[src/rtl/mem_port_arbiter_pkg.sv]
// Shared state encodings, port ids and default timing for the two-port DRAM arbiter.
package mem_port_arbiter_pkg;

   typedef enum logic [1:0] {
      ST_IDLE   = 2'd0,
      ST_ACC_RD = 2'd1,
      ST_ACC_WR = 2'd2,
      ST_RESP   = 2'd3
   } state_e;

   localparam logic PORT_CORE = 1'b0;
   localparam logic PORT_LDR  = 1'b1;

   localparam int DEF_RD_LAT = 2;
   localparam int DEF_WR_CYC = 1;

   // Wide enough to hold the longest access length minus one without wrapping.
   function automatic int cnt_width(input int rd_lat, input int wr_cyc);
      int m;
      m = (rd_lat > wr_cyc) ? rd_lat : wr_cyc;
      return $clog2(m) + 1;
   endfunction

endpackage

[src/rtl/mem_port_arbiter_rr_arb2.sv]
// Two-way round-robin pick: a lone requester wins, on a tie the port that did not win last time wins.
module rr_arb2 (
   input  logic       Req0,
   input  logic       Req1,
   input  logic       Last,
   output logic [1:0] Grant,
   output logic       GrantId
);

   always_comb begin
      GrantId = 1'b0;
      if (Req0 && Req1) begin
         GrantId = ~Last;
      end else if (Req1) begin
         GrantId = 1'b1;
      end
      Grant = {GrantId, ~GrantId} & {2{Req0 | Req1}};
   end

endmodule

[src/rtl/mem_port_arbiter.sv]
// Shares the single-ported DRAM between the core (port 0) and the loader/debug master (port 1).
// state     | meaning
// ST_IDLE   | no access in flight; requests are sampled only here
// ST_ACC_RD | RD held with latched address for RD_LAT cycles
// ST_ACC_WR | WR held with latched address/data for WR_CYC cycles
// ST_RESP   | one-cycle RValid pulse to the port that was served
module mem_port_arbiter
   import mem_port_arbiter_pkg::*;
#(
   parameter int AW     = 16,
   parameter int DW     = 16,
   parameter int RD_LAT = DEF_RD_LAT,
   parameter int WR_CYC = DEF_WR_CYC
) (
   input  logic          Clk1,
   input  logic          Reset,
   input  logic          Req0,
   input  logic          We0,
   input  logic [AW-1:0] Addr0,
   input  logic [DW-1:0] WData0,
   output logic          Ack0,
   output logic          RValid0,
   output logic [DW-1:0] RData0,
   input  logic          Req1,
   input  logic          We1,
   input  logic [AW-1:0] Addr1,
   input  logic [DW-1:0] WData1,
   output logic          Ack1,
   output logic          RValid1,
   output logic [DW-1:0] RData1,
   output logic [AW-1:0] Addr,
   output logic          RD,
   output logic          WR,
   output logic [DW-1:0] DataOut,
   input  logic [DW-1:0] DataIn,
   output logic          Busy
);

   localparam int CW = cnt_width(RD_LAT, WR_CYC);
   localparam logic [CW-1:0] RD_LAST = CW'(RD_LAT - 1);
   localparam logic [CW-1:0] WR_LAST = CW'(WR_CYC - 1);

   state_e        state_q, state_d;
   logic [CW-1:0] cnt_q, cnt_d;
   logic          last_q, last_d;
   logic          port_q, port_d;
   logic          we_q, we_d;
   logic [AW-1:0] addr_q, addr_d;
   logic [DW-1:0] wdata_q, wdata_d;
   logic [DW-1:0] rdata0_q, rdata0_d;
   logic [DW-1:0] rdata1_q, rdata1_d;

   logic [1:0]    grant;
   logic          grant_id;
   logic          acc_rd, acc_wr, acc_first;

   rr_arb2 u_rr_arb2 (
      .Req0    (Req0),
      .Req1    (Req1),
      .Last    (last_q),
      .Grant   (grant),
      .GrantId (grant_id)
   );

   always_ff @(posedge Clk1) begin
      if (Reset) begin
         state_q  <= ST_IDLE;
         cnt_q    <= '0;
         last_q   <= PORT_LDR;
         port_q   <= PORT_CORE;
         we_q     <= 1'b0;
         addr_q   <= '0;
         wdata_q  <= '0;
         rdata0_q <= '0;
         rdata1_q <= '0;
      end else begin
         state_q  <= state_d;
         cnt_q    <= cnt_d;
         last_q   <= last_d;
         port_q   <= port_d;
         we_q     <= we_d;
         addr_q   <= addr_d;
         wdata_q  <= wdata_d;
         rdata0_q <= rdata0_d;
         rdata1_q <= rdata1_d;
      end
   end

   always_comb begin
      state_d  = state_q;
      cnt_d    = cnt_q;
      last_d   = last_q;
      port_d   = port_q;
      we_d     = we_q;
      addr_d   = addr_q;
      wdata_d  = wdata_q;
      rdata0_d = rdata0_q;
      rdata1_d = rdata1_q;
      unique case (state_q)
         ST_IDLE: begin
            if (|grant) begin
               port_d  = grant_id;
               last_d  = grant_id;
               we_d    = grant_id ? We1 : We0;
               addr_d  = grant_id ? Addr1 : Addr0;
               wdata_d = grant_id ? WData1 : WData0;
               cnt_d   = '0;
               state_d = (grant_id ? We1 : We0) ? ST_ACC_WR : ST_ACC_RD;
            end
         end
         ST_ACC_RD: begin
            // DataIn is only guaranteed on the edge closing the last RD cycle.
            if (cnt_q == RD_LAST) begin
               cnt_d   = '0;
               state_d = ST_RESP;
               if (port_q == PORT_LDR) begin
                  rdata1_d = DataIn;
               end else begin
                  rdata0_d = DataIn;
               end
            end else begin
               cnt_d = cnt_q + CW'(1);
            end
         end
         ST_ACC_WR: begin
            if (cnt_q == WR_LAST) begin
               cnt_d   = '0;
               state_d = ST_IDLE;
            end else begin
               cnt_d = cnt_q + CW'(1);
            end
         end
         ST_RESP: begin
            state_d = ST_IDLE;
         end
         default: begin
            state_d = ST_IDLE;
         end
      endcase
   end

   assign acc_rd    = (state_q == ST_ACC_RD);
   assign acc_wr    = (state_q == ST_ACC_WR);
   assign acc_first = (acc_rd || acc_wr) && (cnt_q == '0);

   assign RD      = acc_rd;
   assign WR      = acc_wr;
   assign Addr    = (acc_rd || acc_wr) ? addr_q : '0;
   assign DataOut = acc_wr ? wdata_q : '0;
   assign Busy    = (state_q != ST_IDLE);

   assign Ack0    = acc_first && (port_q == PORT_CORE);
   assign Ack1    = acc_first && (port_q == PORT_LDR);
   assign RValid0 = (state_q == ST_RESP) && (port_q == PORT_CORE);
   assign RValid1 = (state_q == ST_RESP) && (port_q == PORT_LDR);
   assign RData0  = rdata0_q;
   assign RData1  = rdata1_q;

endmodule

[config.mk]
export PLATFORM = sky130hd
export DESIGN_NAME = mem_port_arbiter
export DESIGN_NICKNAME = d
export VERILOG_FILES = /design/src/rtl/mem_port_arbiter_pkg.sv /design/src/rtl/mem_port_arbiter_rr_arb2.sv /design/src/rtl/mem_port_arbiter.sv
export SDC_FILE = /design/constraint.sdc
export NUM_CORES = 1
export LEC_CHECK = 0
export CORE_ASPECT_RATIO = 1.5
export CORE_UTILIZATION = 30
export CTS_CLUSTER_SIZE = 10
export DETAILED_ROUTE_END_ITERATION = 10
export GPL_TIMING_DRIVEN = 0
export PLACE_DENSITY = 0.67
export RECOVER_POWER = 25
export SYNTH_ARGS = -nofsm -noshare
export SYNTH_HDL_FRONTEND = slang
export SYNTH_SLANG_ARGS = --single-unit
[constraint.sdc]
create_clock -name Clk1 -period 1.5 [get_ports Clk1]
set_input_delay 0.3 -clock Clk1 [delete_from_list [all_inputs] [get_ports Clk1]]
set_output_delay 0.3 -clock Clk1 [all_outputs]
set_load 0.03 [all_outputs]
======== After elaboration in Yosys (flattened, before gate mapping) ========
Index checks and enable logic that the tools add are counted.
storage, ports and cells
  logic and storage cells ................. 54
  output and inout bits ................... 71
  flip-flop bits (word level) ............. 70
  input port bits ......................... 86
cells by class
  $add $sub $neg .......................... 1
  reductions and logical operators ........ 17
  bitwise operators ....................... 5
  muxes and demuxes ....................... 16
  equality and inequality tests ........... 7
operators by type and width
  cell                                                             number
  16-bit 2-to-1 mux                                                4
  2-bit 2-to-1 mux                                                 7
  3-bit AND reduction                                              3
  2-bit case mux with 4 select lines                               1
  1-bit logical AND                                                6
  2-bit case mux with 3 select lines                               1
  2-bit by 1-bit == test with 1-bit output, second input constant  2
  2-bit == test, second input constant                             2
  2-bit logical NOT                                                2
  2-bit by 1-bit != test with 1-bit output, second input constant  2
  2-bit AND reduction                                              2
  1-bit 2-to-1 mux                                                 3
  1-bit inverter                                                   3
  3-bit nonzero test                                               1
  2-bit by 1-bit adder with 2-bit output, second input constant    1
  2-bit AND                                                        1
  2-bit != test, second input constant                             1
  2-bit nonzero test                                               1
  2-bit OR reduction                                               1
  1-bit logical OR                                                 1
  1-bit bitwise OR                                                 1

======== Depth between registers and ports, before layout ========
  word-level depth ........................ 7
  gate-level depth with buffers ........... 8
  mapped depth without buffers ............ 5

======== Modules after synthesis ========
From an unflattened synthesis, not the netlist that was laid out.
second synthesis, totals
  cells, all modules ...................... 380
  area total of the unflattened synthesis .. 3226.8 um^2
by module, submodules not included
  module            area each (um^2)  instances  cells an instance  seq. area each (um^2)
  mem_port_arbiter  3200.6            1          376                1401.3
  rr_arb2           26.3              1          4                  0.0

======== Worst setup path before layout ========
OpenSTA, ideal clock, no wires.
  path type ............................... register to register
  start point ............................. register state_q[1]
  end point ............................... register state_q[0]
  data arrival time ....................... 1.632 ns
  path buffers ............................ 1
  slack ................................... -0.225 ns
  stages on the path, launching flop included .. 7
  clock period less this slack ............ 1.725 ns
  required time ........................... 1.408 ns
  setup time .............................. 0.092 ns
  path through ............................ dfxtp_1 inv_1 ha_1 buf_6 nor2b_4 or4_1 o32ai_1
on the way
  cells in the longest elaborated chain, start to end .. 3
  elaborated cells on any way between the ends .. 9
  classes of those cells .................. eq/ne (6); mux (1); reduce/logical (2)
RTL lines
  what                                                       line                    RTL
  start: declaration                                         mem_port_arbiter.sv:43  state_e state_q, state_d;
  start signal: assignment                                   mem_port_arbiter.sv:77  state_q <= state_d;
  2-bit by 1-bit == test with 1-bit output (*)               -
  named net RD                                               mem_port_arbiter.sv:32  output logic RD,
  2-bit by 1-bit != test with 1-bit output (no source line)  -
  3-bit AND reduction (no source line)                       -
The timed path passes the listed nets; every way through them passes the cells marked *.
A chain may end at the register's enable or synchronous reset.

======== Worst setup path after layout ========
  start point ............................. register state_q[1]
  end point ............................... output port Ack1
on the way
  cells in the longest elaborated chain, start to end .. 4
  elaborated cells on any way between the ends .. 5
  classes of those cells .................. eq/ne (2); reduce/logical (3)
RTL lines
  what                                                                       line                                              RTL
  2-bit by 1-bit == test with 1-bit output or 2-bit == test (tied branches)  mem_port_arbiter.sv:142, mem_port_arbiter.sv:143
  1-bit logical OR (*)                                                       mem_port_arbiter.sv:144                           assign acc_first = (acc_rd || acc_wr) && (cnt_q == '0);
  1-bit logical AND (*)                                                      mem_port_arbiter.sv:144
  1-bit logical AND (*)                                                      mem_port_arbiter.sv:153                           assign Ack1 = acc_first && (port_q == PORT_LDR);
  end: declaration                                                           mem_port_arbiter.sv:28                            output logic Ack1,
Every way passes the cells marked *; elsewhere a longest branch is shown, timed or not.

==> run_results.csv <==
group,metric,value,unit
layout,syn_to_final_growth,91.49,%
clock_tree,cts_sinks,70,
routing,drc_errors,0,
sta,slew_headroom,56.24,%
routing,wire_per_inst,15.94,um
power,leakagePower,2.541,nW
place,place_area,5000,sq um
critical_path,slowest_stage,"dfxtp_4",
layout,multi_input_area,2022,sq um
critical_path,worstSetupStartpoint,"state_q[1]",
place,dp_slack,-872.5,ps
floorplan,die_x,86.42,um
critical_path,r2r-start,"state_q[1]",
grt,grt_overflow,0,
critical_path,r2r_setup_slack,-140,ps
min_path,hp-class,"register to register",
yosys,ys_seq_elements,70,
yosys,yosys.area.top_type_share,43.70,%
routing,ant_nets,0,
floorplan,start_util,31.29,%
layout,finish.utilization,59.93,%
floorplan,boundaryPins,157,
floorplan,core,10250,sq um
routing,route.vias.total,3473,
sta,rsz0062_at_grt,"yes",
clock_tree,cts_made_buffers,9,
critical_path,cp_max_fo,5,
job,maxCapViolations,0,
yosys,synth.area.top_cells,"dfxtp_1, a21oi_1, mux2i_1, nand2_1, and2_1",
critical_path,end_kind,"output port",
critical_path,crit_chain,"inv_4, ha_4, clkbuf_16, and3_4, buf_6",
power,p_per_area,1563,nW/um^2
status,failed_checks,"negative setup slack",
sta,drv_slew,0,
critical_path,path_depth,5,
critical_path,slowest_delay,370,ps
power,peakVddDrop,0.9227,mV
sta,finalClockSkew,4.469,ps
yosys,syn_nets,471,
place,gp_congestion,0.7576,
sta,fmax,549.9,MHz
clock_tree,clkLatencyLatePin,330,ps
critical_path,worst_ep_arrival_time,1520,ps
sta,final-setup-viol-count,72,
critical_path,r2r-end,"RData1[12]",
critical_path,reg2reg_depth,10,
status,status,"finished, violations left",
grt,grt_start_max_net_pins,17,
sta,finalWorstSetupSlack,-318.5,ps
yosys,synth-async-reset-ratio,0,%
floorplan,dieArea,11120,sq um
sta,hold_viol_final,0,
yosys,syn_area,3207,sq um
yosys,syn_inst,377,
place,port-buffer-count,156,
place,placedCellCount,674,
yosys,synth-edff-count,0,
critical_path,worst_setup_path_start_kind,"register",
routing,drt_iter0_markers,125,
layout,fillers,915,
grt,grt_pass1_vias,3429,
sta,worstMarginPinSlew,656.5,ps
critical_path,required,1200,ps
routing,first_pass_iters,4,
grt,grt_pass1_wl,16.75,mm
sta,totalNegativeSetupSlack,-11970,ps
yosys,ys_warn_count,0,
floorplan,core.rowCount,45,
critical_path,crit_buf_inv,3,
yosys,syn_area_per_cell,8.506,sq um
power,power,9.596,mW
layout,final_area,6141,sq um
sta,finalCritPeriodShare,121.2,%
floorplan,die_h,128.6,um
clock_tree,clockRootBuffer,"clkbuf_16",
routing,drt_wl_total,11.45,mm
yosys,ys.flop_type,"dfxtp_1",
clock_tree,h-tree-depth,3,
grt,grt_usage,19.52,%
layout,final_cell_count_no_fill,718,
layout,layout.nets,666,
critical_path,endpoint,"Ack1",
grt,antenna_found_initial,0,
place,dp_hpwl,7.251,mm
critical_path,worstSetupPathType,"register to output port",
routing,vias_per_cell,4.837,
layout,n_antenna_cell,0,
yosys,synth_largest_area_cell,"dfxtp_1",
yosys,synth_cell_type_count,36,
sta,period_needed,1818,ps
clock_tree,clk_pin_slew,60,ps
critical_path,crit_family,"flip-flops",
min_path,min_from,"RData1[11]",
layout,drive_gt1_share,38.30,%
clock_tree,cts_tree,"yes",
layout,seq_area,1410,sq um
clock_tree,clock_path_buffers,2,
yosys,ys_seq_area_share,43.70,%
sta,finalHoldWorstSlack,446.6,ps
[logic make-up (layout without fill, tap and decap cells)]
logic type      Yosys count  after routing  synth area share [%]
simple gates            120            120                 18.38
compound gates          111            111                 18.38
flops                    70             70                 43.70
buf+inv                  35            235                 6.125
mux                      33             33                 10.30
fa+ha+maj                 8              8                 3.121
[state kept, by name (all words and copies together), names as in the netlist]
name and flops:
port_q 1, last_q 1, RData1 16, RData0 16, state_q 2, addr_q 16, cnt_q 2, wdata_q 16
[how the worst min path moves through the flow]
stage,slack [ps],cells after the start,endpoint
floorplan,440,2,RData0[10]
global placement,440,2,RData0[9]
detailed placement,450,2,RData0[9]
CTS,450,2,RData1[6]
global route,470,2,RData0[1]
finish,450,2,RData1[11]
[routing by layer]
| layer | up-vias | routed length (um) | track usage, % |
|---|---|---|---|
| li1 | 1672 | - | - |
| met1 | 1639 | 4197 | 20.75 |
| met2 | 138 | 6186 | 34.97 |
| met3 | 24 | 729 | 5.067 |
| met4 | 0 | 333 | 10.29 |
| met5 | - | 0 | 0 |
[cells in the mapped netlist (2+ instances only)]
cell type,count
clkbuf_1,11
clkbuf_2,2
buf_8,3
nor2_1,2
and3_1,3
nor3b_1,2
dfxtp_1,70
ha_1,8
a21oi_1,68
o21ai_1,2
buf_2,8
mux2i_1,33
nand3_1,2
nand2_1,68
inv_1,6
buf_4,3
o21ai_0,33
and2_1,34
nor2b_1,2
[worst register-to-register path: cells and delay by family, from the launching register on]
family,cells,cell delay [ps]
and+or+nand+nor,2,210
adders and majority gates,1,150
buffers and inverters,6,710
AOI/OAI and AO/OA,1,130
DFF,1,370
[placed cells by master, fill, tap and decap left out, types with 8 or more instances in the layout]
cell	synthesis	final
clkdlybuf4s50_1	0	83
nand2_1	68	38
mux2i_1	33	32
nand2_2	0	21
dfxtp_1	70	67
dlygate4sd2_1	0	34
a21oi_2	0	23
o21ai_1	2	10
clkbuf_16	0	12
buf_8	3	8
buf_6	1	59
buf_4	3	13
a21oi_1	68	45
and2_4	0	29
o21ai_0	33	25
nand2_4	0	9
[layout make-up]
| cell class | instances | share of cell area (%) |
|---|---|---|
| Inverter | 6 | 0.5501 |
| Clock inverter | 6 | 1.508 |
| Sequential cell | 70 | 22.96 |
| Buffer | 27 | 4.645 |
| Multi-Input combinational cell | 272 | 32.93 |
| Tap cell | 141 | 2.873 |
| Timing Repair Buffer | 186 | 30.64 |
| Clock buffer | 10 | 3.892 |
[power breakdown]
group	switching, mW	total, mW	internal, mW
clock	0.844	2.36	1.51
sequential	0.235	2.49	2.26
combinational	2.30	4.75	2.45
[what timing repair did]
action,4_1_cts,5_1_grt
gates resized for setup,376,119
pin swaps,15,49
buffers inserted,13,13
hold buffers,0,0
endpoints found under the setup margin,125,99
hold endpoints to repair,0,0
gates cloned,1,6
Note: power is estimated with default switching activity, not from simulation.
==> patch, RTL diff (same settings) <==
Take the reset off `rdata0_q` and load it in a clocked block of its own.
--- a/src/rtl/mem_port_arbiter.sv
+++ b/src/rtl/mem_port_arbiter.sv
@@ -73,3 +73,2 @@
          wdata_q  <= '0;
-         rdata0_q <= '0;
          rdata1_q <= '0;
@@ -83,5 +82,8 @@
          wdata_q  <= wdata_d;
-         rdata0_q <= rdata0_d;
          rdata1_q <= rdata1_d;
       end
+   end
+
+   always_ff @(posedge Clk1) begin
+      rdata0_q <= rdata0_d;
    end
Behaviour: differs if Reset is asserted again (counterexample within 4 cycles, from zero or initial values and one cycle with Reset high); with Reset held inactive, the same outputs for 10 cycles.
==> patch against the original RTL <==
  * The flow still finishes with violations (setup timing)
  * Maximum frequency rose by 2.3%
  * Worst setup slack improved by 0.041 ns
  * Sequential cell count did not move
  * Utilization fell by 5.9 points
  * Critical path type unchanged
  * Cell count fell by 13%
  * Wire length fell by 20%
  * Worst hold slack got worse by 0.076 ns
  * Cell area fell by 11%
  * Global-route usage fell by 2.1 points
  * Highest routed layer unchanged
  * Largest cell class unchanged
  * Largest power group unchanged
  * Non-clock buffer count fell by 21
  * Power fell by 10%
  * Synthesized area fell by 2.2%
==> patch: results <==
critical_path:
  cp_max_fo: 9
  worst_ep_arrival_time_ns: 1.48
pwr:
  peakVddDrop_uv: 879
  swShare_pct: 35.9
  p_clk_w: 0.00196
  seq_cell_power_w: 0.00255
outcome:
  violations: "setup timing"
  status: "finished, violations left"
synthesis:
  syn_nets: 417
  yosysSeqAreaShare_pct: 49.8
  synth-edff-count: 16
  synth_commonest_cells: "dfxtp_1, a21oi_1, nand2_1"
  yosysUniqueCellTypes: 33
layout:
  final-clk-cell-share_pct: 5.09
  multi_input_cells: 224
  finalNetCount: 597
  seq_area_share_pct: 28.6
  multi_input_area_um2: 1510
  drive_gt1_share_pct: 24.2
worst_hold_path:
  hp-start: "Req1"
timing:
  relSlewSlack_pct: 66.6
  finalSetupViolCount: 50
  holdWs_ns: 0.371
  skew_ns: 0.00564
  final.setup.worst_slack_ns: -0.278
global_route:
  grt_pass1_wl_um: 14700
  grt_use_met2_pct: 32.8
  grt_use_met3_pct: 3.75
  use_met1_pct: 18.4
place:
  place_area_um2: 4890
  hpwl_um: 6910
  place.gp.congestion: 0.744
detailed_routing:
  drtIter0Drc: 86
  totalWireLength_um: 9150
  vias: 3003
[patch: cell count changes after synthesis, moves of 3 or more]
| cell | change |
|---|---|
| a21oi_1 | -16 |
| buf_12 | +3 |
| buf_8 | -3 |
| dfxtp_1 | -16 |
| edfxtp_1 | +16 |
| nand2_1 | -31 |
[patch: cells by family after synthesis]
group                    share of synthesized area, %
flip-flops                                       49.8
AND/OR/NAND/NOR                                  14.6
multiplexers                                     10.5
AO/OA/AOI/OAI                                    16.3
buffers and inverters                            5.62
adder cells (fa/ha/maj)                          3.19
[patch: worst max-delay path: stages, from the launching register on]
cell,delay (ns)
dfxtp_4,0.38
inv_4,0.04
ha_4,0.25
buf_8,0.14
and3_2,0.19
buf_6,0.14
[patch: repair_timing]
action / in CTS / in global routing
pin swaps: 2 / 13
buffers inserted: 8 / 5
gates cloned: 0 / 1
endpoints found under the setup margin: 129 / 87
hold buffers: 0 / 0
gates resized for setup: 355 / 35
[patch: through the flow]
step / total power [W] / instances / setup slack, ns / setup TNS (ns)
finish: 0.00863 / 625 / -0.278 / -7.40
global route: 0.00912 / 625 / -0.320 / -10.91
CTS: 0.00831 / 619 / -0.305 / -8.45
detailed placement: 0.00577 / 596 / -0.820 / -39.69
global placement: 0.00571 / 596 / -0.788 / -37.30
floorplan: 0.00449 / 323 / -0.0589 / -0.0867
[patch: worst paths after layout]
check                                  end  cells after the start
worst max-delay path                  Ack1                      5
worst min-delay path                last_q                      3
worst max register to register  state_q[0]                      5
worst min register to register  RData1[10]                      2
[patch: metal layers]
| metal | routed length, µm | part of all wire [%] |
|---|---|---|
| met1 | 3440 | 38 |
| met2 | 4930 | 54 |
| met3 | 617 | 6.7 |
| met4 | 163 | 1.8 |
| met5 | 0 | 0 |
